## src/rtl/bubble_sort_ctrl_pkg.sv

```systemverilog
// Shared definitions for the bubble-sort RAM sequencer: default widths and
// the controller state encoding.
package bubble_sort_ctrl_pkg;

  localparam int DEF_ADDR_WIDTH = 12;
  localparam int DEF_DATA_WIDTH = 8;

  typedef enum logic [2:0] {
    S_IDLE  = 3'd0,
    S_CMP   = 3'd1,
    S_WR_LO = 3'd2,
    S_WR_HI = 3'd3,
    S_ADV   = 3'd4,
    S_FIN   = 3'd5
  } state_e;

endpackage

```

## src/rtl/bubble_sort_ctrl_cmp_swap.sv

```systemverilog
// Compare/swap operand holder for the bubble-sort sequencer.
// Captures the two RAM read words on load. gt is evaluated on the operands
// being captured, so the controller can branch in the same cycle. lo/hi give
// min/max of the held pair and are used as the write-back data.
module bubble_sort_ctrl_cmp_swap
  import bubble_sort_ctrl_pkg::*;
#(
  parameter int DATA_WIDTH = DEF_DATA_WIDTH
) (
  input  logic                  clk,
  input  logic                  rst,
  input  logic                  load,
  input  logic [DATA_WIDTH-1:0] rd_1,
  input  logic [DATA_WIDTH-1:0] rd_2,
  output logic                  gt,
  output logic [DATA_WIDTH-1:0] lo,
  output logic [DATA_WIDTH-1:0] hi
);

  logic [DATA_WIDTH-1:0] a_q, a_d;
  logic [DATA_WIDTH-1:0] b_q, b_d;

  // Next operand values: capture on load, otherwise hold.
  always_comb begin
    // NOTE: every always_comb output gets a default first so no path leaves it unassigned (no latch).
    a_d = a_q;
    b_d = b_q;
    if (load) begin
      a_d = rd_1;
      b_d = rd_2;
    end
  end

  // Operand registers with synchronous reset.
  always_ff @(posedge clk) begin
    // NOTE: sequential state uses non-blocking assignments so all flops update together at the edge.
    if (rst) begin
      a_q <= '0;
      b_q <= '0;
    end else begin
      a_q <= a_d;
      b_q <= b_d;
    end
  end

  // Unsigned compare of incoming pair; min/max of held pair.
  always_comb begin
    gt = (rd_1 > rd_2);
    lo = (a_q > b_q) ? b_q : a_q;
    hi = (a_q > b_q) ? a_q : b_q;
  end

endmodule

```

## src/rtl/bubble_sort_ctrl.sv

```systemverilog
// Bubble-sort sequencer for a dual-port RAM (two combinational read ports,
// one write port). Sorts RAM[0..len-1] ascending, in place, unsigned.
// Optional macro EARLY_EXIT_EN: finish as soon as a pass makes no swap.
// Without it, len-1 passes always run; the final RAM contents are the same.
module bubble_sort_ctrl
  import bubble_sort_ctrl_pkg::*;
#(
  parameter int ADDR_WIDTH = DEF_ADDR_WIDTH,
  parameter int DATA_WIDTH = DEF_DATA_WIDTH
) (
  input  logic                  clk,
  input  logic                  rst,
  input  logic                  start,
  input  logic [ADDR_WIDTH:0]   len,
  output logic                  busy,
  output logic                  done,
  output logic                  we,
  output logic [ADDR_WIDTH-1:0] read_addr_1,
  output logic [ADDR_WIDTH-1:0] read_addr_2,
  output logic [ADDR_WIDTH-1:0] write_addr,
  output logic [DATA_WIDTH-1:0] write_data,
  input  logic [DATA_WIDTH-1:0] read_data_1,
  input  logic [DATA_WIDTH-1:0] read_data_2
);

  localparam int CW = ADDR_WIDTH + 1;
  localparam logic [CW-1:0] ONE     = CW'(1);
  localparam logic [CW-1:0] TWO     = CW'(2);
  localparam logic [CW-1:0] MAX_LEN = {1'b1, {ADDR_WIDTH{1'b0}}};

  state_e          state_q, state_d;
  logic [CW-1:0]   len_q, len_d;
  logic [CW-1:0]   pass_q, pass_d;
  logic [CW-1:0]   j_q, j_d;
`ifdef EARLY_EXIT_EN
  logic            swapped_q, swapped_d;
`endif

  logic [CW-1:0]   len_clamped;
  logic [CW-1:0]   j_inc;
  logic [CW-1:0]   pass_limit;
  logic            gt;
  logic [DATA_WIDTH-1:0] lo, hi;

  // Operand capture happens in CMP; the swap data comes back as min/max.
  bubble_sort_ctrl_cmp_swap #(
    .DATA_WIDTH (DATA_WIDTH)
  ) u_cmp_swap (
    .clk  (clk),
    .rst  (rst),
    .load (state_q == S_CMP),
    .rd_1 (read_data_1),
    .rd_2 (read_data_2),
    .gt   (gt),
    .lo   (lo),
    .hi   (hi)
  );

  // Length clamp and loop-bound arithmetic, all at counter width.
  always_comb begin
    len_clamped = (len > MAX_LEN) ? MAX_LEN : len;
    j_inc       = j_q + ONE;
    pass_limit  = len_q - ONE - pass_q;
  end

  // Next-state and counter update.
  always_comb begin
    state_d   = state_q;
    len_d     = len_q;
    pass_d    = pass_q;
    j_d       = j_q;
`ifdef EARLY_EXIT_EN
    swapped_d = swapped_q;
`endif
    case (state_q)
      S_IDLE: begin
        if (start) begin
          len_d  = len_clamped;
          pass_d = '0;
          j_d    = '0;
`ifdef EARLY_EXIT_EN
          swapped_d = 1'b0;
`endif
          state_d = (len_clamped < TWO) ? S_FIN : S_CMP;
        end
      end
      S_CMP:   state_d = gt ? S_WR_LO : S_ADV;
      S_WR_LO: state_d = S_WR_HI;
      S_WR_HI: begin
`ifdef EARLY_EXIT_EN
        swapped_d = 1'b1;
`endif
        state_d = S_ADV;
      end
      S_ADV: begin
        if (j_inc < pass_limit) begin
          j_d     = j_inc;
          state_d = S_CMP;
        end else begin
          pass_d = pass_q + ONE;
          j_d    = '0;
`ifdef EARLY_EXIT_EN
          swapped_d = 1'b0;
`endif
          if (pass_q == len_q - TWO) begin
            state_d = S_FIN;
`ifdef EARLY_EXIT_EN
          end else if (!swapped_q) begin
            state_d = S_FIN;
`endif
          end else begin
            state_d = S_CMP;
          end
        end
      end
      S_FIN:   state_d = S_IDLE;
      default: state_d = S_IDLE;
    endcase
  end

  // State and counter registers, synchronous reset.
  always_ff @(posedge clk) begin
    if (rst) begin
      state_q   <= S_IDLE;
      len_q     <= '0;
      pass_q    <= '0;
      j_q       <= '0;
`ifdef EARLY_EXIT_EN
      swapped_q <= 1'b0;
`endif
    end else begin
      state_q   <= state_d;
      len_q     <= len_d;
      pass_q    <= pass_d;
      j_q       <= j_d;
`ifdef EARLY_EXIT_EN
      swapped_q <= swapped_d;
`endif
    end
  end

  // RAM-side outputs decoded from the registered state; idle values are zero.
  always_comb begin
    busy        = (state_q == S_CMP) || (state_q == S_WR_LO) ||
                  (state_q == S_WR_HI) || (state_q == S_ADV);
    done        = (state_q == S_FIN);
    we          = 1'b0;
    read_addr_1 = '0;
    read_addr_2 = '0;
    write_addr  = '0;
    write_data  = '0;
    case (state_q)
      S_CMP: begin
        read_addr_1 = j_q[ADDR_WIDTH-1:0];
        read_addr_2 = j_inc[ADDR_WIDTH-1:0];
      end
      S_WR_LO: begin
        we         = 1'b1;
        write_addr = j_q[ADDR_WIDTH-1:0];
        write_data = lo;
      end
      S_WR_HI: begin
        we         = 1'b1;
        write_addr = j_inc[ADDR_WIDTH-1:0];
        write_data = hi;
      end
      default: ;
    endcase
  end

endmodule
```

## config.mk

```make
export PLATFORM = sky130hd
export DESIGN_NAME = bubble_sort_ctrl
export DESIGN_NICKNAME = d
export VERILOG_FILES = /design/src/rtl/bubble_sort_ctrl_pkg.sv /design/src/rtl/bubble_sort_ctrl_cmp_swap.sv /design/src/rtl/bubble_sort_ctrl.sv
export SDC_FILE = /design/constraint.sdc
export NUM_CORES = 1
export LEC_CHECK = 0
export CAP_MARGIN = 10
export CORE_UTILIZATION = 50
export CTS_BUF_LIST = sky130_fd_sc_hd__clkbuf_8 sky130_fd_sc_hd__clkbuf_16
export DETAILED_ROUTE_END_ITERATION = 8
export GPL_ROUTABILITY_DRIVEN = 0
export PLACE_DENSITY = 0.85
export SLEW_MARGIN = 20
export SYNTH_ARGS = -nofsm -noshare
export SYNTH_HDL_FRONTEND = slang
export SYNTH_SLANG_ARGS = --single-unit
```

## constraint.sdc

```tcl
create_clock -name clk -period 8.15 [get_ports clk]
set_input_delay 1.63 -clock clk [delete_from_list [all_inputs] [get_ports clk]]
set_output_delay 1.63 -clock clk [all_outputs]
set_load 0.005 [all_outputs]
```

==> results of run 1 <==
## where the power goes
group | internal [mW] | leakage, nW | switching (mW) | total, mW
clock | 0.149 | 0.0987 | 0.128 | 0.277
sequential | 0.294 | 0.470 | 0.0166 | 0.310
combinational | 0.0892 | 1.69 | 0.116 | 0.205
## flip-flops by register name, summed over array words and instances, names as in the netlist
| name | count |
|---|---|
| u_cmp_swap.b_q | 8 |
| u_cmp_swap.a_q | 8 |
| state_q | 3 |
| pass_q | 13 |
| len_q | 13 |
| j_q | 13 |
## synthesized netlist by cell type, types with 7 or more instances
library cell | n | area [µm²]
nand3_1 | 20 | 100
or3_1 | 13 | 81.3
a22o_1 | 8 | 70.1
a21oi_1 | 55 | 275
and3_1 | 10 | 62.6
clkbuf_1 | 23 | 86.3
xnor2_1 | 19 | 166
o311ai_0 | 12 | 105
and2_1 | 24 | 150
ha_1 | 43 | 538
o21ai_0 | 32 | 160
or4_1 | 7 | 52.6
xor2_1 | 26 | 228
nor2_1 | 39 | 146
inv_1 | 39 | 146
o21a_1 | 16 | 120
a21o_1 | 8 | 60.1
nor3_1 | 15 | 75.1
dfxtp_1 | 58 | 1160
nand2_1 | 78 | 293
## worst max path at each step
| stage | startpoint | end | depth (start not counted) |
|---|---|---|---|
| 2_1_floorplan | pass_q[0]$_SDFFE_PP0P_ | j_q[10]$_SDFFE_PP0P_ | 16 |
| 3_3_place_gp | state_q[0]$_SDFFE_PP0P_ | read_addr_2[2] | 4 |
| 3_5_place_dp | state_q[0]$_SDFFE_PP0P_ | read_addr_2[2] | 4 |
| 4_1_cts | state_q[0]$_SDFFE_PP0P_ | read_addr_2[2] | 4 |
| 5_1_grt | u_cmp_swap.b_q[4]$_SDFFE_PP0P_ | write_data[1] | 9 |
| 6_report | u_cmp_swap.b_q[4]$_SDFFE_PP0P_ | write_data[1] | 9 |
## cells in the final DEF, fill, tap and decap left out, drive strengths merged, types with 8 or more instances in the layout
master and n:
nand2 79, clkdlybuf4s50 78, dfxtp 58, a21oi 55
ha 43, inv 40, nor2 39, o21ai 33
xor2 26, and2 24, nand3 20, xnor2 19
o21a 16, nor3 16, or3 13, and3 13
o311ai 12, clkbuf 10, a21o 8, a22o 8
## critical path, stage by stage, from the launching register on
cell,delay [ns]
dfxtp_1,0.37
inv_1,0.06
ha_1,0.30
nand3_1,0.11
nor2_1,0.05
a32o_1,0.29
nor3_1,0.65
o21ai_0,0.17
a21oi_1,0.26
clkdlybuf4s50_1,0.55
## final cells by class
class | instances | area share
well taps | 129 | 0.0276
repair buffers | 80 | 0.136
flip-flops and latches | 58 | 0.199
clock inverters | 6 | 0.0109
multi-input cells | 507 | 0.578
inverters | 39 | 0.0251
clock buffers | 10 | 0.0236
## logic make-up (layout without fill, tap and decap cells)
kind of cell	count (synthesis)	in the layout	synth area share
simple gates	248	248	0.265
compound gates	167	167	0.226
buf+inv	75	135	0.0673
flops	58	58	0.239
xor+xnor	45	45	0.0812
fa+ha+maj	44	44	0.115
mux	3	3	0.00619
## layer usage
layer	track usage	vias to the layer above	wire length (µm)
li1	-	2386	-
met1	0.317	2263	5610
met2	0.467	157	6330
met3	0.0479	31	684
met4	0.103	0	295
met5	0	-	0
## stage by stage
stage | std cells | utilization
finish | 829 | 0.626
global route | 829 | 0.626
CTS | 829 | 0.625
detailed placement | 813 | 0.604
global placement | 813 | 0.604
floorplan | 640 | -
==> summary.md, run 1 <==
| Metric | Value |
|---|---|
| Post-route ant nets | `0` |
| Yosys warning count | `0` |
| First drt pass iteration count | `5` |
| Worst Setup End Kind | `primary output` |
| Worst Min Path Start | `u_cmp_swap.b_q[5]$_SDFFE_PP0P_` |
| Final WL | `12,900 µm` |
| Register-to-register setup slack | `3.76 ns` |
| Fillers | `801` |
| Outcome | `complete, no violations` |
| Vias/cell | `5.83` |
| DR vias | `4,837` |
| Layout area overhead | `20.3%` |
| Hold Path Cell Cnt | `2` |
| Mapped Cells | `640` |
| Min-Delay Path Class | `flop to flop` |
| Post-route cell area | `5840 µm²` |
| Worst R2R Path Depth | `15` |
| Initial antenna violation count | `0` |
| Drc violations | `0` |
| Num ports | `79` |
| Total power | `0.793 mW` |
| Die area | `10,100 µm²` |
| R2r startpoint | `pass_q[0]$_SDFFE_PP0P_` |
| Bufs on Longest Clock Path | `2` |
| Vias in the first global route | `4,637` |
| Slew HR | `0.296` |
| Worst Setup Slack, final | `3.36 ns` |
| Setup TNS | `0 ns` |
| Ys flop type | `dfxtp_1` |
| Die X | `101 µm` |
| P per Cell Area | `136 nW/µm²` |
| Arr. time, crit path | `3.16 ns` |
| Fraction of registers with async set/reset | `0` |
| Total CTS buffers | `9` |
| Maxcap violations | `0` |
| FF-to-FF End | `j_q[8]$_SDFFE_PP0P_` |
| Slew @ Worst Pin | `1.05 ns` |
| Setup CP Type | `flop to primary output` |
| Clock sinks | `58` |
| Port buffer count | `78` |
| Hold Crit Endpoint | `u_cmp_swap.b_q[5]$_SDFFE_PP0P_` |
| Leakage | `2.26 nW` |
| Fin. max-slew vios | `0` |
| Hold Worst Slack | `0.472 ns` |
| Largest net degree at the start of global routing | `38` |
| Minimum clock period | `4.79 ns` |
| Worst vdd ir | `0.0898 mV` |
| Worst-Skew Late Latency | `0.36 ns` |
| Startpoint class of the critical path | `flop` |
| CTS tree | `built` |
| Post-Route Skew | `0.0136 ns` |
| Root Buffer | `clkbuf_8` |
| Core area | `9330 µm²` |
| Fin crit share | `0.588` |
| Dpl ws | `3.55 ns` |
| Gr ovfl total | `0` |
| # diodes | `0` |
| Routed len/inst | `15.6 µm` |
| Initial Util | `0.520` |
| Global Route Usage Sum | `0.264` |
| Unrepaired setup endpoints after global routing | `no` |
| Initial drt markers | `295` |
| HPWL after DPL | `9840 µm` |
| Synth cell types | `62` |
| # H-tree levels | `3` |
| Post-synth EDFFs | `0` |
| Post-cts sizing count | `0` |
| Footprint of the multi-input gates | `3370 µm²` |
| Area of the mapped netlist | `4850 µm²` |
| Sequential share of the synthesized area | `0.239` |
| Fin nets | `771` |
| DP Area | `5630 µm²` |
| Register area | `1160 µm²` |
| CP Max Fanout | `8` |
| CP required | `6.52 ns` |
| Rows | `35` |
| Fin. Hold Viols | `0` |
| Mapped Avg Cell Area | `7.58 µm²` |
| Share of layout cells above drive strength 1 | `0.0443` |
| Max Clk Rate | `0.209 GHz` |
| Syn Nets | `716` |
| Hold_buf cts | `0` |
| Yosys reg bits | `58` |
| Die Y-Extent | `101 µm` |
| Wire length of the first global-routing pass | `21,400 µm` |
| CTS clk-pin slew, worst paths | `0.08 ns` |
| Post-CTS Setup Repair Bufs | `0` |
| Final setup violating endpoints | `0` |
No activity file was read; power rests on OpenSTA's default activity.
==> inputs of run 2 (changes only) <==
--- a/config.mk
+++ b/config.mk
@@ -10,7 +10,7 @@
 export CTS_BUF_LIST = sky130_fd_sc_hd__clkbuf_8 sky130_fd_sc_hd__clkbuf_16
 export DETAILED_ROUTE_END_ITERATION = 8
 export GPL_ROUTABILITY_DRIVEN = 0
-export PLACE_DENSITY = 0.85
+export PLACE_DENSITY = 0.88
 export SLEW_MARGIN = 20
 export SYNTH_ARGS = -nofsm -noshare
 export SYNTH_HDL_FRONTEND = slang
==> constraint.sdc (replaced) <==
create_clock -name clk -period 4.3 [get_ports clk]
set_input_delay 0.86 -clock clk [delete_from_list [all_inputs] [get_ports clk]]
set_output_delay 0.86 -clock clk [all_outputs]
set_load 0.005 [all_outputs]
==> run 2 against run 1 <==
Net effect: non-clock buffer count up 5; worst setup slack worse by 3.1 ns; clock power increased by 91%; routed wire length rose by 2.8%; cell count is 0.48% higher; clock skew is 0.0060 ns lower; sequential cell count unchanged; critical endpoint is now pass_q[12]$_SDFFE_PP0P_; global-route usage grew 0.42 points; clock-buffer cell count increased by 1; first-iteration DRC count decreased by 3.1%; sequential share of layout area is 0.23 points lower.
==> summary.md, run 2 (synthesized netlist as in run 1, its figures left out) <==
| Metric | Value |
|---|---|
| Outcome | `complete, no violations` |
| Root Buffer | `clkbuf_8` |
| Fin. max-slew vios | `0` |
| Vias in the first global route | `4,769` |
| Post-route ant nets | `0` |
| Max Clk Rate | `0.246 GHz` |
| Dpl ws | `0.0714 ns` |
| CTS tree | `built` |
| Initial antenna violation count | `0` |
| CTS clk-pin slew, worst paths | `0.07 ns` |
| Crit. path cell count | `16` |
| CP cell instances | `inv_1 > ha_1 > o21ai_0 > nor2_1 > or4_4 > a41oi_2 > a21oi_1 > xnor2_1 > ha_1 > and4_4 > nand2_2 > o32ai_4 > nor3_1 > buf_12 > or4_1 > mux2i_1` |
| Core area | `9330 µm²` |
| Worst R2R Path Depth | `16` |
| Setup TNS | `0 ns` |
| Vias/cell | `5.93` |
| Slowest CP cell | `or4_1` |
| FF-to-FF End | `pass_q[12]$_SDFFE_PP0P_` |
| Crit path launch | `pass_q[3]$_SDFFE_PP0P_` |
| Final setup violating endpoints | `0` |
| DR vias | `4,938` |
| Num ports | `79` |
| Worst Setup End Kind | `flop` |
| Worst Setup Slack, final | `0.239 ns` |
| Rows | `35` |
| HPWL after DPL | `10,100 µm` |
| # H-tree levels | `3` |
| Worst vdd ir | `0.179 mV` |
| Layout area overhead | `22.1%` |
| Register-to-register setup slack | `0.24 ns` |
| Share of layout cells above drive strength 1 | `0.0625` |
| Routed len/inst | `15.9 µm` |
| Core Util, Final | `0.635` |
| Slew HR | `0.376` |
| Cell mode on critical path | `ha_1` |
| CP required | `4.57 ns` |
| Clock sinks | `58` |
| Drc violations | `0` |
| Maxcap violations | `0` |
| Initial Util | `0.520` |
| Min-Delay Path Class | `flop to flop` |
| Arr. time, crit path | `4.33 ns` |
| Setup CP Type | `flop to flop` |
| Leakage | `2.29 nW` |
| Initial drt markers | `286` |
| R2r startpoint | `pass_q[3]$_SDFFE_PP0P_` |
| Cell family with most CP delay | `simple AND/OR/NAND/NOR gates` |
| Buf/Inv on CP | `2` |
| P per Cell Area | `257 nW/µm²` |
| Minimum clock period | `4.06 ns` |
| Post-CTS Setup Repair Bufs | `0` |
| Placed cells | `818` |
| Largest registers | `j_q (13), len_q (13), pass_q (13)` |
| Die X | `101 µm` |
| Startpoint class of the critical path | `flop` |
| Max stage delay on crit path | `0.50 ns` |
| Fin crit share | `0.945` |
| Die Y-Extent | `101 µm` |
| Global Route Usage Sum | `0.268` |
| Post-Route Skew | `0.00758 ns` |
| CP Max Fanout | `21` |
| Unrepaired setup endpoints after global routing | `no` |
| Fin. Hold Viols | `0` |
| Wire length of the first global-routing pass | `21,800 µm` |
| First drt pass iteration count | `7` |
| Slew @ Worst Pin | `0.935 ns` |
| Fin nets | `776` |
| Gr ovfl total | `0` |
| Bufs on Longest Clock Path | `2` |
| Finished Layout Cells | `833` |
| Die area | `10,100 µm²` |
| Port buffer count | `78` |
| Final WL | `13,300 µm` |
| Largest net degree at the start of global routing | `35` |
| Total CTS buffers | `9` |
| Most frequent cells in the layout | `nand2_1 (78), clkdlybuf4s50_1 (78), dfxtp_1 (55)` |
| Worst-Skew Late Latency | `0.35 ns` |
| Crit path capture | `pass_q[12]$_SDFFE_PP0P_` |
| Fillers | `780` |
| Total power | `1.53 mW` |
| # diodes | `0` |
## run 2: per-stage QoR
| stage | hold WS (ns) | area (µm²) |
|---|---|---|
| floorplan | 0.446 | 4850 |
| global placement | 0.456 | 5680 |
| detailed placement | 0.467 | 5680 |
| CTS | 0.477 | 5890 |
| global route | 0.496 | 5930 |
| finish | 0.478 | 5930 |
## run 2: layer usage
metal | global-route usage | routed length (µm) | vias up
li1 | - | - | 2399
met1 | 0.317 | 5520 | 2292
met2 | 0.476 | 6530 | 217
met3 | 0.0479 | 927 | 30
met4 | 0.114 | 301 | 0
met5 | 0 | 0 | -
## run 2: worst min path at each step
stage | end | cells past startpoint | slack [ns] | start
after floorplan | u_cmp_swap.b_q[1]$_SDFFE_PP0P_ | 2 | 0.45 | u_cmp_swap.b_q[1]$_SDFFE_PP0P_
after global placement | u_cmp_swap.b_q[4]$_SDFFE_PP0P_ | 2 | 0.46 | u_cmp_swap.b_q[4]$_SDFFE_PP0P_
after detailed placement | u_cmp_swap.a_q[0]$_SDFFE_PP0P_ | 2 | 0.47 | u_cmp_swap.a_q[0]$_SDFFE_PP0P_
after CTS | u_cmp_swap.a_q[0]$_SDFFE_PP0P_ | 2 | 0.48 | u_cmp_swap.a_q[0]$_SDFFE_PP0P_
after global routing | pass_q[1]$_SDFFE_PP0P_ | 2 | 0.50 | pass_q[1]$_SDFFE_PP0P_
final | u_cmp_swap.a_q[0]$_SDFFE_PP0P_ | 2 | 0.48 | u_cmp_swap.a_q[0]$_SDFFE_PP0P_
## run 2: area by class of cell
| type | instances | area, µm² | area share |
|---|---|---|---|
| clock buffers | 11 | 151 | 0.0255 |
| clock inverters | 4 | 51.3 | 0.00866 |
| inverters | 39 | 146 | 0.0247 |
| multi-input cells | 507 | 3400 | 0.575 |
| flip-flops and latches | 58 | 1160 | 0.197 |
| well taps | 129 | 161 | 0.0272 |
| repair buffers | 85 | 846 | 0.143 |
## run 2: worst min-delay path: stages, from the launching register on
cell     delay (ns)
dfxtp_1        0.33
nand2_1        0.06
a21oi_1        0.05
## run 2: timing repair
action / in CTS / in global routing
setup endpoints to repair: 0 / 21
gates resized for setup: 0 / 12
hold buffers: 0 / 0
endpoints found under the hold margin: 0 / 0
## run 2: power breakdown
group | switching, mW | total (mW) | leakage [nW] | internal [mW]
sequential | 0.0314 | 0.588 | 0.472 | 0.557
combinational | 0.230 | 0.409 | 1.72 | 0.180
clock | 0.232 | 0.528 | 0.101 | 0.296
==> inputs of run 3 (changes only) <==
--- a/config.mk
+++ b/config.mk
@@ -9,8 +9,8 @@
 export CORE_UTILIZATION = 50
 export CTS_BUF_LIST = sky130_fd_sc_hd__clkbuf_8 sky130_fd_sc_hd__clkbuf_16
 export DETAILED_ROUTE_END_ITERATION = 8
-export GPL_ROUTABILITY_DRIVEN = 0
-export PLACE_DENSITY = 0.88
+export GPL_ROUTABILITY_DRIVEN = 1
+export PLACE_DENSITY = 0.87
 export SLEW_MARGIN = 20
 export SYNTH_ARGS = -nofsm -noshare
 export SYNTH_HDL_FRONTEND = slang
==> run 3 against run 2 <==
Net effect: clock-buffer cell count down 1; core utilization up 0.080 points; sequential cell count unchanged; sequential share of layout area about the same; non-clock buffer count up 1; routed wire length down 2.1%; sequential power about the same; largest cell class unchanged.
==> summary.md, run 3 (synthesized netlist as in run 1, its figures left out) <==
| Metric | Value |
|---|---|
| Share of total power in sequential cells | `0.376` |
| Footprint of the multi-input gates | `3400 µm²` |
| Die area | `10,100 µm²` |
| CP required | `4.58 ns` |
| Clock sinks | `58` |
| Arr. time, crit path | `4.40 ns` |
| Unrepaired setup endpoints after global routing | `no` |
| Fillers | `777` |
| Placed cells | `818` |
| Vias in the first global route | `4,543` |
| Slew @ Worst Pin | `0.942 ns` |
| Register-to-register setup slack | `0.18 ns` |
| Finished Layout Cells | `834` |
| Combinational cell fraction of total power | `0.259` |
| CP cell instances | `inv_1 > ha_1 > fa_2 > a211oi_2 > o21ai_0 > a21oi_1 > buf_4 > o21ai_0 > xnor2_1 > ha_1 > and4_1 > a21oi_1 > nand2_1 > o21a_1 > buf_4 > or4_1 > a21oi_1` |
| Vias/cell | `5.90` |
| Root Buffer | `clkbuf_8` |
| Port buffer count | `78` |
| Worst Setup End Kind | `flop` |
| Initial antenna violation count | `0` |
| Fin. max-slew vios | `0` |
| Global Route Usage Sum | `0.268` |
| # H-tree levels | `3` |
| Die Y-Extent | `101 µm` |
| Total power | `1.57 mW` |
| Fin nets | `777` |
| DR vias | `4,920` |
| CP Max Fanout | `17` |
| Rows | `35` |
| Internal | `1.07 mW` |
| Bufs on Longest Clock Path | `2` |
| Maxcap violations | `0` |
| Share of layout cells above drive strength 1 | `0.0624` |
| Drc violations | `0` |
| P per Cell Area | `264 nW/µm²` |
| Net Sw Power | `0.493 mW` |
| Post-route ant nets | `0` |
| Final WL | `13,000 µm` |
| Num ports | `79` |
| Total CTS buffers | `9` |
| Initial Util | `0.520` |
| Max stage delay on crit path | `0.47 ns` |
| Final setup violating endpoints | `0` |
| Core area | `9330 µm²` |
| Max Clk Rate | `0.243 GHz` |
| CTS clk-pin slew, worst paths | `0.07 ns` |
| Routed len/inst | `15.6 µm` |
| Setup CP Type | `flop to flop` |
| Slew HR | `0.371` |
| First drt pass iteration count | `5` |
| Worst Setup Slack, final | `0.178 ns` |
| Die X | `101 µm` |
| Minimum clock period | `4.12 ns` |
| Largest registers | `j_q (13), len_q (13), pass_q (13)` |
| Gr ovfl total | `0` |
| Min-Delay Path Class | `flop to flop` |
| Worst vdd ir | `0.157 mV` |
| Largest net degree at the start of global routing | `26` |
| Outcome | `complete, no violations` |
| Clock share of power | `0.365` |
| # diodes | `0` |
| HPWL after DPL | `9900 µm` |
| Worst-Skew Late Latency | `0.35 ns` |
| Slowest CP cell | `or4_1` |
| Dpl ws | `0.0987 ns` |
| Wire length of the first global-routing pass | `21,700 µm` |
| Initial drt markers | `269` |
| Fin crit share | `0.959` |
| Fin. Hold Viols | `0` |
| Sw frac | `0.315` |
| Register area | `1160 µm²` |
| DP Area | `5670 µm²` |
| Cell mode on critical path | `a21oi_1` |
| Post-Route Skew | `0.00460 ns` |
| Post-route cell area | `5930 µm²` |
| GP Congestion | `0.999` |
| Setup TNS | `0 ns` |
| Most frequent cells in the layout | `nand2_1 (78), clkdlybuf4s50_1 (78), dfxtp_1 (56)` |
| Startpoint class of the critical path | `flop` |
| Leakage | `2.30 nW` |
| CTS tree | `built` |
| Layout area overhead | `22.2%` |
[run 3: timing repair]
item | in CTS | in global routing
hold buffers | 0 | 0
endpoints found under the setup margin | 0 | 21
resized for setup | 0 | 10
buffers inserted | 0 | 1
[run 3: path summary, 6_finish.rpt]
check                                      start  depth (start not counted)                             end
setup / recovery          pass_q[0]$_SDFFE_PP0P_                         17             j_q[0]$_SDFFE_PP0P_
hold / removal    u_cmp_swap.b_q[4]$_SDFFE_PP0P_                          2  u_cmp_swap.b_q[4]$_SDFFE_PP0P_
setup reg to reg          pass_q[0]$_SDFFE_PP0P_                         17             j_q[0]$_SDFFE_PP0P_
hold reg to reg   u_cmp_swap.b_q[4]$_SDFFE_PP0P_                          2  u_cmp_swap.b_q[4]$_SDFFE_PP0P_
[run 3: per-layer routing]
metal / track usage / up-vias / part of all wire
li1: - / 2412 / -
met1: 0.344 / 2299 / 0.44
met2: 0.454 / 181 / 0.48
met3: 0.0347 / 28 / 0.055
met4: 0.111 / 0 / 0.025
met5: 0 / - / 0
[run 3: power groups by stage]
| stage | combinational (mW) | clock, mW | sequential [mW] |
|---|---|---|---|
| final | 0.405 | 0.571 | 0.589 |
| after global routing | 0.450 | 0.603 | 0.592 |
| after CTS | 0.389 | 0.577 | 0.588 |
| after detailed placement | 0.385 | 0 | 0.600 |
| after global placement | 0.367 | 0 | 0.598 |
| after floorplan | 0.287 | 0 | 0.583 |
[run 3: worst max-delay path, delay by kind of cell, from the launching register on]
| kind | cells | cell delay (ns) |
|---|---|---|
| flops | 1 | 0.35 |
| buf+inv | 3 | 0.41 |
| simple gates | 3 | 0.81 |
| compound gates | 7 | 1.41 |
| xor+xnor | 1 | 0.18 |
| fa+ha+maj | 3 | 0.86 |
[run 3: final cells by class]
| type | instances | area share |
|---|---|---|
| inverter | 39 | 0.0247 |
| multi-input combinational | 507 | 0.574 |
| sequential | 58 | 0.196 |
| tap | 129 | 0.0272 |
| timing repair buffer | 86 | 0.142 |
| clock buffer | 10 | 0.0232 |
| clock inverter | 5 | 0.0133 |
[run 3: metrics by stage]
stage	hold slack (ns)	utilization
2_1_floorplan	0.446	-
3_3_place_gp	0.455	0.608
3_5_place_dp	0.462	0.608
4_1_cts	0.471	0.631
5_1_grt	0.492	0.636
6_report	0.472	0.636
==> variant 1 (flow settings as in run 3) <==
Set the package constant `DEF_DATA_WIDTH` to 9 (it was 8).
--- a/src/rtl/bubble_sort_ctrl_pkg.sv
+++ b/src/rtl/bubble_sort_ctrl_pkg.sv
@@ -3,7 +3,7 @@
 package bubble_sort_ctrl_pkg;
 
   localparam int DEF_ADDR_WIDTH = 12;
-  localparam int DEF_DATA_WIDTH = 8;
+  localparam int DEF_DATA_WIDTH = 9;
 
   typedef enum logic [2:0] {
     S_IDLE  = 3'd0,
Interface: changed (resized read_data_1, read_data_2 and write_data); port bits go from 79 to 82. No check against the original RTL was run, so the function may have changed too.
==> variant 1 against run 3 <==
  * Synthesized area is 2.8% higher
  * Worst hold slack better by 0.0051 ns
  * Critical endpoint is now pass_q[10]$_SDFFE_PP0P_
  * Power is 5.6% lower
  * Clock skew is 0.0074 ns higher
  * Final area is 2.3% higher
  * Sequential power is 2% higher
  * Routed wire length is 2.7% higher
  * Worst setup slack worse by 0.025 ns
  * Sequential cell count is 2 higher
  * Largest power group unchanged
  * Fmax is 0.59% lower
==> variant 1: results (changes against run 3) <==
| Metric | Value |
|---|---|
| Met3 wire length | 761 um (was 716 um) |
| Yosys cell types | 59 (was 62) |
| WHS | 0.477 ns (was 0.472 ns) |
| Clock power frac | 29.1% (was 36.5%) |
| Post-Synth Adder-Cell Area | 11.7% (was 11.5%) |
| GP Congestion | 0.902 (was 0.999) |
| Via density per instance | 5.83 (was 5.90) |
| Setup slack after placement | -0.0653 ns (was 0.0987 ns) |
| Register area share after synthesis | 24.1% (was 23.9%) |
| Reg-to-reg setup timing slack | 0.15 ns (was 0.18 ns) |
| Reg2reg path depth | 16 (was 17) |
| Critical path data arrival time | 4.44 ns (was 4.40 ns) |
| Reg power frac | 40.6% (was 37.6%) |
| Mapped Nets | 743 (was 716) |
| Pleak | 2.36 nW (was 2.30 nW) |
| Synth Area in XOR/XNOR | 9.46% (was 8.12%) |
| Layout cell share with drive strength beyond 1 | 5.74% (was 6.24%) |
| Compound-Gate Fraction of Synth Area | 16.8% (was 22.6%) |
| Worst VDD drop | 0.000154 V (was 0.000157 V) |
| Met1 Use GR | 30.1% (was 34.4%) |
| Post-synth top cells | 95 x nand2_1, 60 x dfxtp_1, 47 x nor2_1, 45 x ha_1 (was 78 x nand2_1, 58 x dfxtp_1, 55 x a21oi_1, 43 x ha_1) |
| Pwr dens | 243 mW/mm2 (was 264 mW/mm2) |
| GRT Total Usage | 26.0% (was 26.8%) |
| Port buffer count | 81 (was 78) |
| FILL cells | 851 (was 777) |
| Pint | 0.978 mW (was 1.07 mW) |
| Status | finished clean (unchanged) |
| Vias in the first global route | 4658 (was 4543) |
| Final Net Count | 807 (was 777) |
| Max transition margin | 38.4% (was 37.1%) |
| Synth top area cells | dfxtp_1 24%, ha_1 11%, nand2_1 7.1% (was dfxtp_1 24%, ha_1 11%, nand2_1 6.0%) |
| Worst R2R End | pass_q[10]$_SDFFE_PP0P_ (was j_q[0]$_SDFFE_PP0P_) |
| Wire length on met2 | 6720 um (was 6200 um) |
| Grt met3 use | 3.63% (was 3.47%) |
## variant 1: logic make-up (layout without fill, tap and decap cells)
kind of cell / Yosys count / after routing
fa+ha+maj: 46 / 46
mux: 13 / 13
flops: 60 / 60
xor+xnor: 53 / 53
buf+inv: 80 / 149
simple gates: 283 / 283
compound gates: 128 / 128
## variant 1: timing repair
action / CTS / global route
gates resized for setup: 0 / 9
buffers inserted: 3 / 0
pin swaps: 1 / 4
cloned: 0 / 1
endpoints found under the setup margin: 7 / 26
hold endpoints to repair: 0 / 0
## variant 1: worst max-delay path by stage
stage,from,endpoint,slack (ns)
after floorplan,pass_q[0]$_SDFFE_PP0P_,j_q[6]$_SDFFE_PP0P_,0.60
after global placement,pass_q[0]$_SDFFE_PP0P_,j_q[5]$_SDFFE_PP0P_,0.32
after detailed placement,pass_q[0]$_SDFFE_PP0P_,j_q[4]$_SDFFE_PP0P_,-0.07
after CTS,pass_q[0]$_SDFFE_PP0P_,j_q[7]$_SDFFE_PP0P_,0.10
after global routing,pass_q[2]$_SDFFE_PP0P_,pass_q[8]$_SDFFE_PP0P_,-0.02
final,pass_q[3]$_SDFFE_PP0P_,pass_q[10]$_SDFFE_PP0P_,0.15
## variant 1: layout make-up
class,instances,share of cell area [%]
flip-flops and latches,60,19.8
clock inverters,6,0.412
clock buffers,10,2.27
multi-input cells,523,57.5
inverters,41,2.54
well taps,133,2.74
repair buffers,92,14.8
## variant 1: metrics by stage
stage	TNS, ns	power, mW	util, %	instances	area [um2]
floorplan	0	0.919	-	663	4990
global placement	0	1.02	60.0	845	5840
detailed placement	-0.117	1.04	60.0	845	5840
CTS	0	1.46	61.9	864	6030
global route	-0.0252	1.55	62.4	865	6070
finish	0	1.48	62.4	865	6070
==> variant 2 (settings of run 3) <==
Without the edit above. Register the inputs `start`, `len`, `read_data_1` and `read_data_2` before use, without a reset. The logic sees them one clock later.
--- a/src/rtl/bubble_sort_ctrl.sv
+++ b/src/rtl/bubble_sort_ctrl.sv
@@ -28,6 +28,18 @@
   localparam logic [CW-1:0] TWO     = CW'(2);
   localparam logic [CW-1:0] MAX_LEN = {1'b1, {ADDR_WIDTH{1'b0}}};
 
+  logic start_q;
+  logic [ADDR_WIDTH:0] len_r;
+  logic [DATA_WIDTH-1:0] read_data_1_q;
+  logic [DATA_WIDTH-1:0] read_data_2_q;
+
+  always_ff @(posedge clk) begin
+    start_q       <= start;
+    len_r         <= len;
+    read_data_1_q <= read_data_1;
+    read_data_2_q <= read_data_2;
+  end
+
   state_e          state_q, state_d;
   logic [CW-1:0]   len_q, len_d;
   logic [CW-1:0]   pass_q, pass_d;
@@ -49,8 +61,8 @@
     .clk  (clk),
     .rst  (rst),
     .load (state_q == S_CMP),
-    .rd_1 (read_data_1),
-    .rd_2 (read_data_2),
+    .rd_1 (read_data_1_q),
+    .rd_2 (read_data_2_q),
     .gt   (gt),
     .lo   (lo),
     .hi   (hi)
@@ -58,7 +70,7 @@
 
   // Length clamp and loop-bound arithmetic, all at counter width.
   always_comb begin
-    len_clamped = (len > MAX_LEN) ? MAX_LEN : len;
+    len_clamped = (len_r > MAX_LEN) ? MAX_LEN : len_r;
     j_inc       = j_q + ONE;
     pass_limit  = len_q - ONE - pass_q;
   end
@@ -74,7 +86,7 @@
 `endif
     case (state_q)
       S_IDLE: begin
-        if (start) begin
+        if (start_q) begin
           len_d  = len_clamped;
           pass_d = '0;
           j_d    = '0;
Function: changed (Yosys sat finds a counterexample within 4 cycles, from zero or initial values and one cycle with rst high).
==> variant 2 against run 3 <==
  * Sequential power up 49%
  * Synthesized area up 11%
  * Power up 21%
  * Sequential cell count up 30
  * Worst setup slack better by 0.0010 ns
  * Final area up 10%
  * Non-clock buffer count up 11
  * Routed wire length up 4.9%
  * Largest power group unchanged
==> variant 2: results (changes against run 3) <==
| Metric | Value |
|---|---|
| Worst Clk Skew | 0.0116 ns (was 0.00460 ns) |
| Critical path data arrival time | 4.41 ns (was 4.40 ns) |
| Mapped Nets | 747 (was 716) |
| Hold worst-path end | u_cmp_swap.b_q[3]$_SDFFE_PP0P_ (was u_cmp_swap.b_q[4]$_SDFFE_PP0P_) |
| Clock Pin Slew Worst Setup and Hold Paths | 0.10 ns (was 0.07 ns) |
| Synth Area in XOR/XNOR | 7.50% (was 8.12%) |
| Final Net Count | 817 (was 777) |
| Synth top area cells | dfxtp_1 33%, ha_1 10%, a21oi_1 5.9% (was dfxtp_1 24%, ha_1 11%, nand2_1 6.0%) |
| Post-Synth Adder-Cell Area | 10.4% (was 11.5%) |
| Worst R2R End | pass_q[6]$_SDFFE_PP0P_ (was j_q[0]$_SDFFE_PP0P_) |
| Yosys reg bits | 88 (was 58) |
| Post-synth top cells | 88 x dfxtp_1, 69 x nand2_1, 63 x a21oi_1, 46 x inv_1, 45 x nor2_1 (was 78 x nand2_1, 58 x dfxtp_1, 55 x a21oi_1, 43 x ha_1) |
| Worst VDD drop | 0.000244 V (was 0.000157 V) |
| Fraction of area in clock buffers and inverters | 3.21% (was 3.65%) |
| Logic inverters | 46 (was 39) |
| Postcts setup bufs | 0 (unchanged) |
| Dpl hpwl | 10500 um (was 9900 um) |
| Mux share of post-synthesis cell area | 3.03% (was 0.619%) |
| Sw frac | 30.5% (was 31.5%) |
| Status | finished clean (unchanged) |
| GRT Total Usage | 24.7% (was 26.8%) |
| GP Congestion | 0.923 (was 0.999) |
| Comb pwr share | 21.6% (was 25.9%) |
| CP max-delay cell | or4_1 (unchanged) |
| First-pass GRT wire length | 22100 um (was 21700 um) |
| Setup slack after placement | 0.147 ns (was 0.0987 ns) |
| Multi-input gates | 499 (was 507) |
| Vias in the first global route | 4679 (was 4543) |
| Multi-input gate area | 0.00330 mm2 (was 0.00340 mm2) |
| Tcrit/Tclk final | 95.8% (was 95.9%) |
| Wire per inst | 15.5 um (was 15.6 um) |
| Placed Cells | 861 (was 818) |
| Cells after Synth | 671 (was 640) |
| Layout cell share with drive strength beyond 1 | 6.03% (was 6.24%) |
| Final non-clock buffer share | 14.2% (about the same) |
| Register area share after synthesis | 32.8% (was 23.9%) |
| Worst-Skew Late Latency | 0.37 ns (was 0.35 ns) |
| DRT iter0 DRCs | 275 (was 269) |
| Max transition margin | 43.9% (was 37.1%) |
| WHS | 0.465 ns (was 0.472 ns) |
| P_clk | 0.604 mW (was 0.571 mW) |
| Worst setup path startpoint | pass_q[0]$_SDFFE_PP0P_ (unchanged) |
| Pleak | 2.58 nW (was 2.30 nW) |
| Routed Wire Length | 13600 um (was 13000 um) |
| Seq area share | 26.9% (was 19.6%) |
| Min-delay worst type | register to register (unchanged) |
| FILL cells | 917 (was 777) |
| Signal buffers | 97 (was 86) |
| Setup violators final | 0 (unchanged) |
[variant 2: changes by cell type after synthesis, moves of 6 or more]
cell      before  now
and3_1        10   23
nand3_1       20   30
mux2i_1        3   14
o21a_1        16    5
dfxtp_1       58   88
or3_1         13    5
a21oi_1       55   63
nand2_1       78   69
and2_1        24   14
or4_1          7    1
nor2_1        39   45
o311ai_0      12    1
inv_1         39   46
[variant 2: layer usage]
layer | routed length, um | vias to the layer above | GRT usage (%)
met5 | 0 | - | 0
met2 | 6430 | 164 | 40.9
met1 | 6170 | 2280 | 32.2
met4 | 322 | 0 | 9.92
met3 | 711 | 27 | 3.53
li1 | - | 2484 | -
[variant 2: per-stage QoR]
| step | area [um2] | TNS, ns |
|---|---|---|
| 3_5_place_dp | 6280 | 0 |
| 6_report | 6540 | 0 |
| 3_3_place_gp | 6280 | 0 |
| 2_1_floorplan | 5370 | 0 |
| 4_1_cts | 6490 | 0 |
| 5_1_grt | 6540 | -0.0141 |
